--- src/rtl/multiplier_pkg.sv ---
// Types and constants shared by the multiplier/reduction controllers.
package multiplier_pkg;

    typedef enum logic [1:0] {
        IDLE  = 2'd0,
        ISSUE = 2'd1,
        WAIT  = 2'd2,
        RESP  = 2'd3
    } arb_state_e;

    localparam int unsigned DILITHIUM_Q = 32'd8380417;
    localparam int          REQ_MAX     = 8;

endpackage

--- src/rtl/params_pkg.sv ---
// Shared datapath parameters for the reduction clients and the reduction unit.
package params_pkg;

    localparam int DATA_LENGTH = 32;

endpackage

--- src/rtl/reduction_arb_select.sv ---
// Combinational winner picker: one-hot grant plus binary index of the winner.
// REDUCTION_ARB_RR_EN selects round-robin search from ptr; otherwise lowest index wins.
module reduction_arb_select #(
    parameter  int NUM_REQ = 2,
    localparam int IDX_W   = $clog2(NUM_REQ)
) (
    input  logic [NUM_REQ-1:0] req,
`ifdef REDUCTION_ARB_RR_EN
    input  logic [IDX_W-1:0]   ptr,
`endif
    output logic [NUM_REQ-1:0] grant,
    output logic [IDX_W-1:0]   idx
);

`ifdef REDUCTION_ARB_RR_EN
    logic found;
    int   cand;

    // Walk the requesters starting at ptr, wrapping once around.
    always_comb begin
        grant = '0;
        idx   = '0;
        found = 1'b0;
        cand  = 0;
        for (int k = 0; k < NUM_REQ; k++) begin
            cand = int'(ptr) + k;
            if (cand >= NUM_REQ) begin
                cand = cand - NUM_REQ;
            end
            if (!found && req[cand]) begin
                found       = 1'b1;
                grant[cand] = 1'b1;
                idx         = IDX_W'(cand);
            end
        end
    end
`else
    always_comb begin
        grant = '0;
        idx   = '0;
        for (int k = NUM_REQ - 1; k >= 0; k--) begin
            if (req[k]) begin
                grant    = '0;
                grant[k] = 1'b1;
                idx      = IDX_W'(k);
            end
        end
    end
`endif

endmodule

--- src/rtl/reduction_arbiter.sv ---
// Shares one modular reduction unit between NUM_REQ requesters, one transaction at a time.
// Define REDUCTION_ARB_RR_EN for round-robin arbitration (default: fixed priority, index 0 first).
module reduction_arbiter
    import params_pkg::*;
    import multiplier_pkg::*;
#(
    parameter int          NUM_REQ = 2,
    parameter int unsigned MOD     = DILITHIUM_Q
) (
    input  logic                           clk_i,
    input  logic                           rst_ni,
    input  logic [NUM_REQ-1:0]             req_valid_i,
    input  logic [NUM_REQ*DATA_LENGTH-1:0] req_x_i,
    output logic [NUM_REQ-1:0]             req_ready_o,
    output logic [NUM_REQ-1:0]             resp_valid_o,
    input  logic [NUM_REQ-1:0]             resp_ready_i,
    output logic [DATA_LENGTH-1:0]         resp_result_o,
    output logic                           busy_o,
    output logic                           red_start_o,
    output logic [DATA_LENGTH-1:0]         red_x_o,
    output logic [DATA_LENGTH-1:0]         red_m_o,
    input  logic [DATA_LENGTH-1:0]         red_result_i,
    input  logic                           red_valid_i
);

    localparam int IDX_W = $clog2(NUM_REQ);

    arb_state_e             state, next_state;
    logic [NUM_REQ-1:0]     sel_grant;
    logic [IDX_W-1:0]       sel_idx;
    logic [NUM_REQ-1:0]     grant_oh;
    logic [IDX_W-1:0]       grant_idx;
    logic [DATA_LENGTH-1:0] sel_x;
    logic                   accept;
    logic                   capture;
    logic                   handshake;

`ifdef REDUCTION_ARB_RR_EN
    logic [IDX_W-1:0] ptr;
`endif

    reduction_arb_select #(
        .NUM_REQ(NUM_REQ)
    ) u_select (
        .req  (req_valid_i),
`ifdef REDUCTION_ARB_RR_EN
        .ptr  (ptr),
`endif
        .grant(sel_grant),
        .idx  (sel_idx)
    );

    assign sel_x   = req_x_i[int'(sel_idx)*DATA_LENGTH +: DATA_LENGTH];
    assign red_m_o = DATA_LENGTH'(MOD);

    always_comb begin
        next_state  = state;
        req_ready_o = '0;
        accept      = 1'b0;
        capture     = 1'b0;
        handshake   = 1'b0;
        case (state)
            IDLE: begin
                if (|req_valid_i) begin
                    accept     = 1'b1;
                    next_state = ISSUE;
                    // Keep the accept strobe quiet while reset is held.
                    if (rst_ni) begin
                        req_ready_o = sel_grant;
                    end
                end
            end
            ISSUE: next_state = WAIT;
            WAIT: begin
                if (red_valid_i) begin
                    capture    = 1'b1;
                    next_state = RESP;
                end
            end
            RESP: begin
                if (resp_ready_i[grant_idx]) begin
                    handshake  = 1'b1;
                    next_state = IDLE;
                end
            end
            default: next_state = IDLE;
        endcase
    end

    always_ff @(posedge clk_i or negedge rst_ni) begin
        if (!rst_ni) begin
            state <= IDLE;
        end else begin
            state <= next_state;
        end
    end

    // Registered outputs and transaction context.
    always_ff @(posedge clk_i or negedge rst_ni) begin
        if (!rst_ni) begin
            grant_oh      <= '0;
            grant_idx     <= '0;
            red_x_o       <= '0;
            red_start_o   <= 1'b0;
            resp_valid_o  <= '0;
            resp_result_o <= '0;
            busy_o        <= 1'b0;
        end else begin
            red_start_o <= accept;
            busy_o      <= (next_state != IDLE);
            if (accept) begin
                grant_oh  <= sel_grant;
                grant_idx <= sel_idx;
                red_x_o   <= sel_x;
            end
            if (capture) begin
                resp_result_o <= red_result_i;
                resp_valid_o  <= grant_oh;
            end else if (handshake) begin
                resp_valid_o  <= '0;
            end
        end
    end

`ifdef REDUCTION_ARB_RR_EN
    // Next search starts just after the requester that completed last.
    always_ff @(posedge clk_i or negedge rst_ni) begin
        if (!rst_ni) begin
            ptr <= '0;
        end else if (handshake) begin
            ptr <= (grant_idx == IDX_W'(NUM_REQ - 1)) ? '0 : grant_idx + 1'b1;
        end
    end
`endif

endmodule

--- config.mk ---
export PLATFORM = sky130hd
export DESIGN_NAME = reduction_arbiter
export DESIGN_NICKNAME = d
export VERILOG_FILES = /design/src/rtl/multiplier_pkg.sv /design/src/rtl/params_pkg.sv /design/src/rtl/reduction_arb_select.sv /design/src/rtl/reduction_arbiter.sv
export SDC_FILE = /design/constraint.sdc
export NUM_CORES = 1
export LEC_CHECK = 0
export BUFFER_PORTS_ARGS = -buffer_cell sky130_fd_sc_hd__buf_2
export CORE_MARGIN = 1
export CORE_UTILIZATION = 40
export CTS_BUF_LIST = sky130_fd_sc_hd__clkbuf_16
export CTS_CLUSTER_DIAMETER = 100
export DETAILED_ROUTE_END_ITERATION = 8
export PLACE_DENSITY = 0.77
export RECOVER_POWER = 50
export SYNTH_ARGS = -nofsm -noshare
export SYNTH_HDL_FRONTEND = slang
export SYNTH_SLANG_ARGS = --single-unit
--- constraint.sdc ---
create_clock -name clk_i -period 1.3 [get_ports clk_i]
set_input_delay 0 -clock clk_i [delete_from_list [all_inputs] [get_ports clk_i]]
set_output_delay 0 -clock clk_i [all_outputs]
set_load 0.01 [all_outputs]
==> results of run 1 <==
[logic make-up (layout without fill, tap and decap cells)]
kind of cell	after synthesis	count (layout)	share of synthesized area, %
AO/OA/AOI/OAI	6	6	1.26
flip-flops	72	72	51.7
AND/OR/NAND/NOR	14	14	2.08
multiplexers	97	97	34.4
buffers and inverters	46	240	10.3
other	2	32	0.216
[layout make-up]
cell class,instances,area share (%)
clock buffers,9,4.47
clock inverters,7,1.59
inverters,3,0.224
multi-input cells,149,28.8
flip-flops and latches,72,35.8
well taps,105,2.61
repair buffers,221,26.5
[critical path: cells and delay by family, from the launching register on]
kind | cells | cell delay (ns)
buffers and inverters | 1 | 0.22
AND/OR/NAND/NOR | 1 | 0.18
multiplexers | 1 | 0.37
flip-flops | 1 | 0.42
[repair_timing]
item,in CTS,in global routing
setup endpoints to repair,66,66
hold buffers,35,0
buffers inserted,2,0
cloned,0,1
pin swaps,1,3
hold endpoints to repair,105,0
gates resized for setup,0,3
[flip-flops by register name (all words and copies together) (netlist names)]
signal	count
busy_o	1
grant_oh	2
red_start_o	1
red_x_o	32
resp_result_o	32
resp_valid_o	2
state	2
[Yosys cell counts]
library cell | count | area, µm²
dfrtp_1 | 72 | 1800
mux2_2 | 67 | 754
buf_4 | 32 | 240
mux2_4 | 29 | 435
buf_2 | 7 | 35.0
nand2_1 | 5 | 18.8
buf_12 | 3 | 60.1
inv_1 | 3 | 11.3
nor2_1 | 3 | 11.3
conb_1 | 2 | 7.51
nand3_1 | 2 | 10.0
o22ai_1 | 2 | 12.5
a22o_2 | 1 | 10.0
a22oi_1 | 1 | 7.51
and3_2 | 1 | 7.51
buf_6 | 1 | 11.3
mux2i_1 | 1 | 10.0
nand2b_1 | 1 | 6.26
nand3b_1 | 1 | 7.51
nor2_4 | 1 | 11.3
o21ai_0 | 1 | 5.00
o21ai_2 | 1 | 8.76
[per-layer routing]
metal	part of all wire (%)	global-route usage, %	vias up
li1	-	-	1194
met5	0	0	-
met2	53	29.6	120
met4	0.90	6.06	0
met3	7.2	5.10	5
met1	39	17.4	1206
[worst max-delay path by stage]
stage / depth (start not counted) / slack (ns) / endpoint
finish: 3 / -0.03 / resp_result_o[11]$_DFFE_PN0P_
CTS: 3 / -0.04 / resp_result_o[2]$_DFFE_PN0P_
detailed placement: 3 / -0.03 / resp_result_o[11]$_DFFE_PN0P_
global route: 3 / -0.06 / resp_result_o[4]$_DFFE_PN0P_
global placement: 3 / 0.004 / resp_result_o[20]$_DFFE_PN0P_
floorplan: 4 / -0.02 / red_x_o[10]$_DFFE_PN0P_
[power by group]
group / switching [mW] / leakage, nW / total, mW / internal (mW)
registers: 0.576 / 0.849 / 3.97 / 3.39
logic: 1.87 / 1.55 / 4.04 / 2.17
clock network: 0.838 / 0.161 / 2.48 / 1.65
total: 3.28 / 2.56 / 10.5 / 7.21
[through the flow]
stage               hold slack (ns)  util, %  TNS, ns  std cells  instance area [µm²]
finish                       0.0350     60.4   -0.420        566                 5040
global route                 0.0306     60.4    -2.62        566                 5040
CTS                          0.0242     60.5   -0.884        565                 5040
detailed placement           -0.106     52.4   -0.935        512                 4370
global placement             -0.115     52.4        0        512                 4370
floorplan                    -0.296        -   -0.308        267                 3610
==> flow_metrics.py, run 1 <==
metrics = {
    "placement": {
        "numPortBuffers": 172,
        "gp_congestion": 0.740,
        "pre_cts_ws_ns": -0.0312,
        "dp_hpwl_um": 5230,
    },
    "drt": {
        "via_per_inst": 4.46,
        "drtIter0Drc": 12,
        "drc": 0,
        "routed_wl_um": 7570,
        "drtPass1Iterations": 4,
        "vias": 2525,
        "post_drt_wl_per_cell_um": 13.4,
        "final_antenna_net_count": 0,
    },
    "synthesis": {
        "synthesis.area_um2": 3480,
        "ys_seq_area_share_pct": 51.7,
        "synth-seq-cells": 72,
        "ys_types": 22,
        "yosys_warnings": 0,
        "syn_area_per_cell_um2": 14.7,
        "syn_inst": 237,
    },
    "timing": {
        "setup_violations": 40,
        "finalHoldViolations": 0,
        "worst_pin_slew_ns": 0.636,
        "maxSlewHeadroom_pct": 57.6,
        "grt_setup_unrepaired": "yes",
        "skew_ns": 0.00706,
        "finalCritPeriodShare_pct": 103,
        "fin_crit_ns": 1.33,
        "maxSlewViolCount": 0,
        "fmax_mhz": 749,
        "setup_ws_ns": -0.0346,
    },
    "layout": {
        "ff_latch_area_um2": 1800,
        "final_common_cell": "buf_2",
        "syn2layout_area_growth_pct": 44.6,
        "multiInputGateArea_um2": 1450,
        "antenna_cells": 0,
        "layout-drive-gt1-share_pct": 57.7,
        "nFillCells": 664,
        "layout_common_cells": "buf_2 (136), dfrtp_1 (71), mux2_2 (66)",
        "nets": 559,
    },
    "hold_path": {
        "min_path_cells": 4,
        "hp-class": "input port to flop",
        "min_from": "resp_ready_i[0]",
        "min_to": "state[0]$_DFF_PN0_",
    },
    "clocking": {
        "clock-root-buffer": "clkbuf_16",
        "clockBufferDepth": 2,
        "clock-sinks": 72,
        "cts_buffers": 9,
        "clk_latency_ns": 0.32,
        "clkTransAtPathRegs_ns": 0.06,
        "cts_tree": "done",
        "h-tree-depth": 3,
    },
    "die": {
        "pin_count": 205,
        "coreArea_um2": 8340,
        "dieArea_um2": 9090,
        "start_util_pct": 41.8,
        "die_h_um": 95.3,
        "dieWidth_um": 95.3,
        "core.rowCount": 33,
    },
    "grt": {
        "grt_max_degree": 33,
        "grt.total_usage_pct": 16.2,
        "grt_pass1_wl_um": 11100,
        "antenna_found_initial": 0,
        "grt-ovfl-total": 0,
        "grt_pass1_vias": 2415,
    },
    "setup_path": {
        "slowest_stage": "dfrtp_1",
        "worstSetupPathType": "flop to flop",
        "critPathMaxFanout": 32,
        "worstPathArrival_ns": 1.53,
        "setup.worst_path.start": "state[1]$_DFF_PN0_",
        "critPathCaptureType": "flop",
        "crit_path_cell_trace": "nand3b_1 > buf_12 > mux2_2",
        "r2r_cells": 3,
        "reg2reg_from": "state[1]$_DFF_PN0_",
        "r2r-end": "resp_result_o[11]$_DFFE_PN0P_",
        "ff2ff_setup_slack_ns": -0.03,
        "start_kind": "flop",
        "critical_path_required_ns": 1.50,
        "slowest_delay_ns": 0.42,
    },
    "outcome": {
        "failed_checks": "setup timing",
        "outcome": "finished with violations",
    },
    "power": {
        "power_density_nw_per_um2": 2080,
        "totalPowerFinal_mw": 10.5,
        "ir_drop_v": 0.000835,
        "leakage_nw": 2.56,
    },
    "job": {
        "drv_cap": 0,
    },
}
Power figures use the tool's default switching activity.
==> inputs of run 2 (changes only) <==
--- a/config.mk
+++ b/config.mk
@@ -7,2 +7,3 @@
 export LEC_CHECK = 0
+export ABC_AREA = 1
 export BUFFER_PORTS_ARGS = -buffer_cell sky130_fd_sc_hd__buf_2
==> constraint.sdc (replaced) <==
create_clock -name clk_i -period 1.3 [get_ports clk_i]
set_input_delay 0.065 -clock clk_i [delete_from_list [all_inputs] [get_ports clk_i]]
set_output_delay 0.065 -clock clk_i [all_outputs]
set_load 0.01 [all_outputs]
==> run 2 against run 1 <==
The run now ends clean. Utilization fell by 0.87 points. Sequential share of layout area rose by 0.52 points. Via count rose by 38%. Sequential cell count did not move. Synthesized area rose by 0.43%. Critical path depth rose by 1. Fmax rose by 7.2%. Count of clock-buffer cells in the layout did not move. Register-to-register slack improved by 0.09 ns. Critical path type is now flop to output port.
==> flow_metrics.py, run 2 <==
metrics = {
    "outcome": {
        "outcome": "finished, final reports clean",
    },
    "drt": {
        "via_per_inst": 4.55,
        "drc": 0,
        "vias": 3494,
        "post_drt_wl_per_cell_um": 12.8,
        "routed_wl_um": 9830,
        "drtIter0Drc": 90,
        "drtPass1Iterations": 4,
        "final_antenna_net_count": 0,
    },
    "job": {
        "drv_cap": 0,
    },
    "timing": {
        "maxSlewViolCount": 0,
        "fmax_mhz": 803,
        "skew_ns": 0.00331,
        "grt_setup_unrepaired": "yes",
        "setup_ws_ns": 0.0546,
        "finalHoldViolations": 0,
        "fin_crit_ns": 1.25,
        "hold-worst-slack_ns": 0.0277,
        "maxSlewHeadroom_pct": 58.6,
        "worst_pin_slew_ns": 0.621,
        "fin_tns_setup_ns": 0,
        "setup_violations": 0,
        "finalCritPeriodShare_pct": 95.8,
    },
    "die": {
        "dieArea_um2": 9120,
        "coreArea_um2": 8340,
        "start_util_pct": 41.9,
        "die_h_um": 95.5,
        "dieWidth_um": 95.5,
        "core.rowCount": 33,
        "pin_count": 205,
    },
    "layout": {
        "final_common_cell": "nand2_1",
        "nets": 761,
        "syn2layout_area_growth_pct": 41.9,
        "reg_top3": "red_x_o: 32 flops, resp_result_o: 32 flops",
        "postLayoutCoreUtil_pct": 59.5,
        "layout_common_cells": "nand2_1 (270), buf_2 (144), dfrtp_1 (71)",
        "layout-drive-gt1-share_pct": 27.5,
        "antenna_cells": 0,
    },
    "synthesis": {
        "ys_types": 16,
        "yosysTopAreaCell": "dfrtp_1",
        "synth_area_leaders": "dfrtp_1 (52%), nand2_1 (29%), buf_4 (7.7%), nand3_1 (5.3%), buf_6 (1.9%)",
        "synthMostInstantiatedCell": "nand2_1",
        "synth-seq-cells": 72,
        "yosys-top-cells-count": "nand2_1 (271), dfrtp_1 (72), nand3_1 (37)",
        "yosys_warnings": 0,
        "yosysTopAreaCellShare_pct": 51.5,
        "ys.flop_type": "dfrtp_1",
        "syn_inst": 451,
        "synthesis.area_um2": 3500,
        "ys_seq_area_share_pct": 51.5,
        "synth-async-reset-ratio_pct": 100,
        "synth_edf_count": 0,
        "syn_area_per_cell_um2": 7.76,
    },
    "setup_path": {
        "ff2ff_setup_slack_ns": 0.06,
        "critPathMaxFanout": 3,
        "r2r_cells": 7,
        "reg2reg_from": "state[1]$_DFF_PN0_",
        "slowest_stage": "dfrtp_1",
        "crit_buf_inv": 2,
        "start_kind": "flop",
        "crit_path_cell_trace": "nor2_4 > inv_2 > nor3_2 > buf_2",
        "slowest_delay_ns": 0.40,
        "path_delay_family": "flip-flops",
        "critical_path_required_ns": 1.24,
        "critPathCaptureType": "output port",
        "r2r-end": "red_x_o[26]$_DFFE_PN0P_",
        "worstSetupPathType": "flop to output port",
        "worstPathArrival_ns": 1.18,
    },
    "placement": {
        "numPortBuffers": 172,
        "gp_congestion": 0.743,
        "dp_hpwl_um": 6260,
        "pre_cts_ws_ns": 0.0918,
    },
    "power": {
        "power_density_nw_per_um2": 2000,
        "totalPowerFinal_mw": 9.92,
        "ir_drop_v": 0.000660,
        "leakage_nw": 2.92,
    },
    "hold_path": {
        "hp-class": "input port to flop",
        "min_from": "req_x_i[14]",
        "min_path_cells": 5,
        "min_to": "red_x_o[14]$_DFFE_PN0P_",
    },
    "grt": {
        "grt_pass1_wl_um": 14500,
        "grt-ovfl-total": 0,
        "grt_max_degree": 73,
        "grt_pass1_vias": 3169,
        "antenna_found_initial": 0,
        "grt.total_usage_pct": 21.0,
    },
    "clocking": {
        "clk_latency_ns": 0.32,
        "h-tree-depth": 3,
        "cts_tree": "done",
        "clock-root-buffer": "clkbuf_16",
        "clockBufferDepth": 2,
        "clkTransAtPathRegs_ns": 0.05,
        "clock-sinks": 72,
        "cts_buffers": 9,
    },
}
==> run 2: cell count changes after synthesis, moves of 3 or more <==
cell     change
mux2_4      -29
nand3_1     +35
inv_1        +3
buf_6        +5
buf_2        +3
nand2_1    +266
mux2_2      -67
buf_4        +4
buf_12       -3
==> run 2: timing repair <==
action / 4_1_cts / 5_1_grt
hold buffers: 33 / 0
endpoints found under the hold margin: 104 / 0
endpoints found under the setup margin: 2 / 12
gates resized for setup: 1 / 4
cloned: 0 / 1
pin swaps: 1 / 0
buffers inserted: 1 / 3
==> run 2: worst max path at each step <==
| stage | from | end | slack, ns | cells after the start |
|---|---|---|---|---|
| after floorplan | state[0]$_DFF_PN0_ | red_x_o[2]$_DFFE_PN0P_ | 0.23 | 6 |
| after global placement | state[0]$_DFF_PN0_ | red_x_o[15]$_DFFE_PN0P_ | 0.14 | 5 |
| after detailed placement | state[0]$_DFF_PN0_ | red_x_o[15]$_DFFE_PN0P_ | 0.09 | 5 |
| after CTS | state[0]$_DFF_PN0_ | req_ready_o[1] | 0.01 | 4 |
| after global routing | state[1]$_DFF_PN0_ | req_ready_o[1] | -0.02 | 4 |
| final | state[1]$_DFF_PN0_ | req_ready_o[1] | 0.05 | 4 |
==> run 2: layout make-up <==
cell class,instances,area (µm²)
clock buffers,9,225
clock inverters,7,38.8
fillers,765,3380
inverters,8,30.0
multi-input cells,347,1390
flip-flops and latches,72,1800
well taps,105,131
repair buffers,220,1340
==> run 2: logic make-up (layout without fill, tap and decap cells) <==
kind of cell	count (synthesis)	in the layout	share of synthesized area, %
and+or+nand+nor	313	313	35.4
DFF	72	72	51.5
buffers and inverters	62	244	12.2
other	2	32	0.215
AOI/OAI and AO/OA	2	2	0.680
==> run 2: metrics by stage <==
step | instance area (µm²) | cells
2_1_floorplan | 3610 | 481
3_3_place_gp | 4350 | 714
3_5_place_dp | 4350 | 714
4_1_cts | 4950 | 764
5_1_grt | 4960 | 768
6_report | 4960 | 768
==> run 2: worst min-delay path, stage by stage <==
cell and delay (ns):
buf_2 0.07, nand2_1 0.04, nand2_1 0.05, nand2_1 0.04, nand2_1 0.05
==> run 2: power breakdown <==
part | leakage [nW] | internal (mW) | switching (mW)
clock network | 0.136 | 1.27 | 0.871
registers | 0.892 | 3.29 | 0.587
logic | 1.89 | 1.56 | 2.34
total | 2.92 | 6.12 | 3.80
==> run 2: metal layers <==
layer  up-vias  GRT usage, %  wire length (µm)
li1       1724             -                 -
met4         0          5.60                74
met3         7          5.34               705
met5         -             0                 0
met1      1599          23.8              4100
met2       164          38.9              4950
==> inputs of run 3 (changes only) <==
- PLACE_DENSITY: 0.77 -> 0.74
- TNS_END_PERCENT: unset -> 20
- clock period: 1.3 -> 1.2 ns (I/O delays scaled with it)
==> run 3 against run 2 <==
The flow now finishes with violations (setup timing). Sequential power up 8.5%. Die area is the same. Critical path depth grew 4. Utilization is 3.7 points higher. Global-route usage hardly changed. Clock skew rose by 0.0035 ns. Final cell count increased by 1.4%. Register-to-register slack worse by 0.27 ns. Power is 21% higher. Non-clock buffer count up 11. Critical path type is now flop to flop. Highest routed layer unchanged.
==> flow_metrics.py, run 3 (same netlist as run 2, synthesis figures left out) <==
metrics = {
    "outcome": {
        "outcome": "finished with violations",
        "failed_checks": "setup timing",
    },
    "timing": {
        "fmax_mhz": 708,
        "maxSlewViolCount": 0,
        "finalCritPeriodShare_pct": 118,
        "setup_ws_ns": -0.213,
        "grt_setup_unrepaired": "yes",
        "finalHoldViolations": 0,
        "setup_violations": 68,
        "skew_ns": 0.00683,
        "fin_crit_ns": 1.41,
    },
    "clocking": {
        "cts_tree": "done",
        "clockBufferDepth": 2,
        "clk_latency_ns": 0.33,
        "h-tree-depth": 3,
        "clkTransAtPathRegs_ns": 0.06,
        "clock-root-buffer": "clkbuf_16",
        "cts_buffers": 9,
        "clock-sinks": 72,
    },
    "drt": {
        "post_drt_wl_per_cell_um": 13.9,
        "drc": 0,
        "vias": 3611,
        "routed_wl_um": 10800,
        "drtPass1Iterations": 4,
        "via_per_inst": 4.64,
        "drtIter0Drc": 132,
        "final_antenna_net_count": 0,
    },
    "power": {
        "totalPowerFinal_mw": 12.0,
        "pwr-share-clk_pct": 24.2,
        "ir_drop_v": 0.000849,
        "netSwitchingFraction_pct": 36.8,
        "power_density_nw_per_um2": 2270,
        "p_seq_share_pct": 35.1,
        "p_int_mw": 7.56,
        "leakage_nw": 3.13,
        "switchingPower_mw": 4.41,
        "pwr-share-comb_pct": 40.7,
    },
    "setup_path": {
        "worstSetupPathType": "flop to flop",
        "start_kind": "flop",
        "critical_path_required_ns": 1.41,
        "setup.worst_path.start": "state[1]$_DFF_PN0_",
        "r2r_cells": 8,
        "reg2reg_from": "state[1]$_DFF_PN0_",
        "critPathMaxFanout": 12,
        "ff2ff_setup_slack_ns": -0.21,
        "critPathCaptureType": "flop",
        "r2r-end": "resp_result_o[10]$_DFFE_PN0P_",
        "worstPathArrival_ns": 1.63,
    },
    "die": {
        "start_util_pct": 41.9,
        "dieArea_um2": 9120,
        "dieWidth_um": 95.5,
        "die_h_um": 95.5,
        "coreArea_um2": 8340,
        "pin_count": 205,
        "core.rowCount": 33,
    },
    "hold_path": {
        "min_from": "req_x_i[9]",
        "hp-class": "input port to flop",
        "min_to": "red_x_o[9]$_DFFE_PN0P_",
        "min_path_cells": 5,
    },
    "layout": {
        "nets": 772,
        "layout_common_cells": "nand2_1 (269), buf_2 (171), dfrtp_1 (71)",
        "syn2layout_area_growth_pct": 50.6,
        "final_cells": 779,
        "antenna_cells": 0,
        "reg_top3": "red_x_o: 32 flops, resp_result_o: 32 flops",
        "final_common_cell": "nand2_1",
        "layout-drive-gt1-share_pct": 33.4,
    },
    "grt": {
        "grt_max_degree": 73,
        "grt_pass1_wl_um": 14600,
        "grt-ovfl-total": 0,
        "antenna_found_initial": 0,
        "grt_pass1_vias": 3236,
        "grt.total_usage_pct": 21.0,
    },
    "job": {
        "drv_cap": 0,
    },
    "placement": {
        "pre_cts_ws_ns": 0.0167,
        "gp_congestion": 0.712,
        "dpl.cell_count": 718,
        "dp_hpwl_um": 6280,
        "numPortBuffers": 172,
    },
}
-- run 3: changes by cell type in the layout (fill, tap and decap cells not counted), moves of 2 or more --
cell | previous run | this run
clkbuf_1 | 28 | 0
buf_2 | 144 | 171
buf_12 | 4 | 6
clkbuf_16 | 10 | 14
clkinv_1 | 2 | 0
clkinv_2 | 2 | 0
bufinv_16 | 0 | 2
buf_6 | 2 | 7
inv_2 | 3 | 1
inv_4 | 0 | 2
-- run 3: critical path, cell delays in order, from the launching register on --
cell,delay (ns)
dfrtp_1,0.41
buf_4,0.14
buf_6,0.09
nand2_2,0.07
nor2_4,0.16
inv_4,0.09
clkbuf_16,0.17
nand2_1,0.10
nand2_1,0.06
-- run 3: worst max-delay path by stage --
stage / to / slack (ns)
floorplan: red_x_o[2]$_DFFE_PN0P_ / 0.13
global placement: red_x_o[16]$_DFFE_PN0P_ / 0.07
detailed placement: req_ready_o[1] / 0.02
CTS: req_ready_o[1] / -0.19
global route: resp_result_o[6]$_DFFE_PN0P_ / -0.24
finish: resp_result_o[10]$_DFFE_PN0P_ / -0.21
-- run 3: area by class of cell --
| class | instances | area (µm²) |
|---|---|---|
| repair buffers | 231 | 1580 |
| flip-flops and latches | 72 | 1800 |
| clock buffers | 9 | 225 |
| fillers | 699 | 3070 |
| clock inverters | 7 | 103 |
| multi-input cells | 347 | 1390 |
| well taps | 105 | 131 |
| inverters | 8 | 35.0 |
-- run 3: metal layers --
| metal | track usage (%) | wire length [µm] | up-vias |
|---|---|---|---|
| met2 | 37.6 | 5560 | 177 |
| met4 | 8.96 | 285 | 0 |
| li1 | - | - | 1746 |
| met5 | 0 | 0 | - |
| met1 | 23.2 | 4130 | 1656 |
| met3 | 5.74 | 836 | 32 |
-- run 3: through the flow --
step	hold WS, ns	cell area, µm²	util (%)	TNS (ns)
after detailed placement	0.134	4390	52.6	0
after CTS	0.00542	5080	61.0	-0.676
after floorplan	-0.236	3610	-	0
final	0.0175	5270	63.2	-8.56
after global routing	0.0247	5270	63.2	-11.94
after global placement	0.128	4390	52.6	0
-- run 3: power groups by stage --
stage	sequential (mW)	combinational, mW	clock, mW
3_5_place_dp	4.18	4.14	0
6_report	4.21	4.87	2.90
2_1_floorplan	4.68	1.88	0
4_1_cts	4.16	4.34	2.95
5_1_grt	4.32	5.39	3.07
3_3_place_gp	4.18	4.03	0
-- run 3: repair_timing --
action | in CTS | in global routing
resized for setup | 4 | 10
pin swaps | 1 | 2
endpoints found under the hold margin | 104 | 0
cloned | 0 | 5
endpoints found under the setup margin | 2 | 69
buffers inserted | 3 | 4
hold buffers | 33 | 0
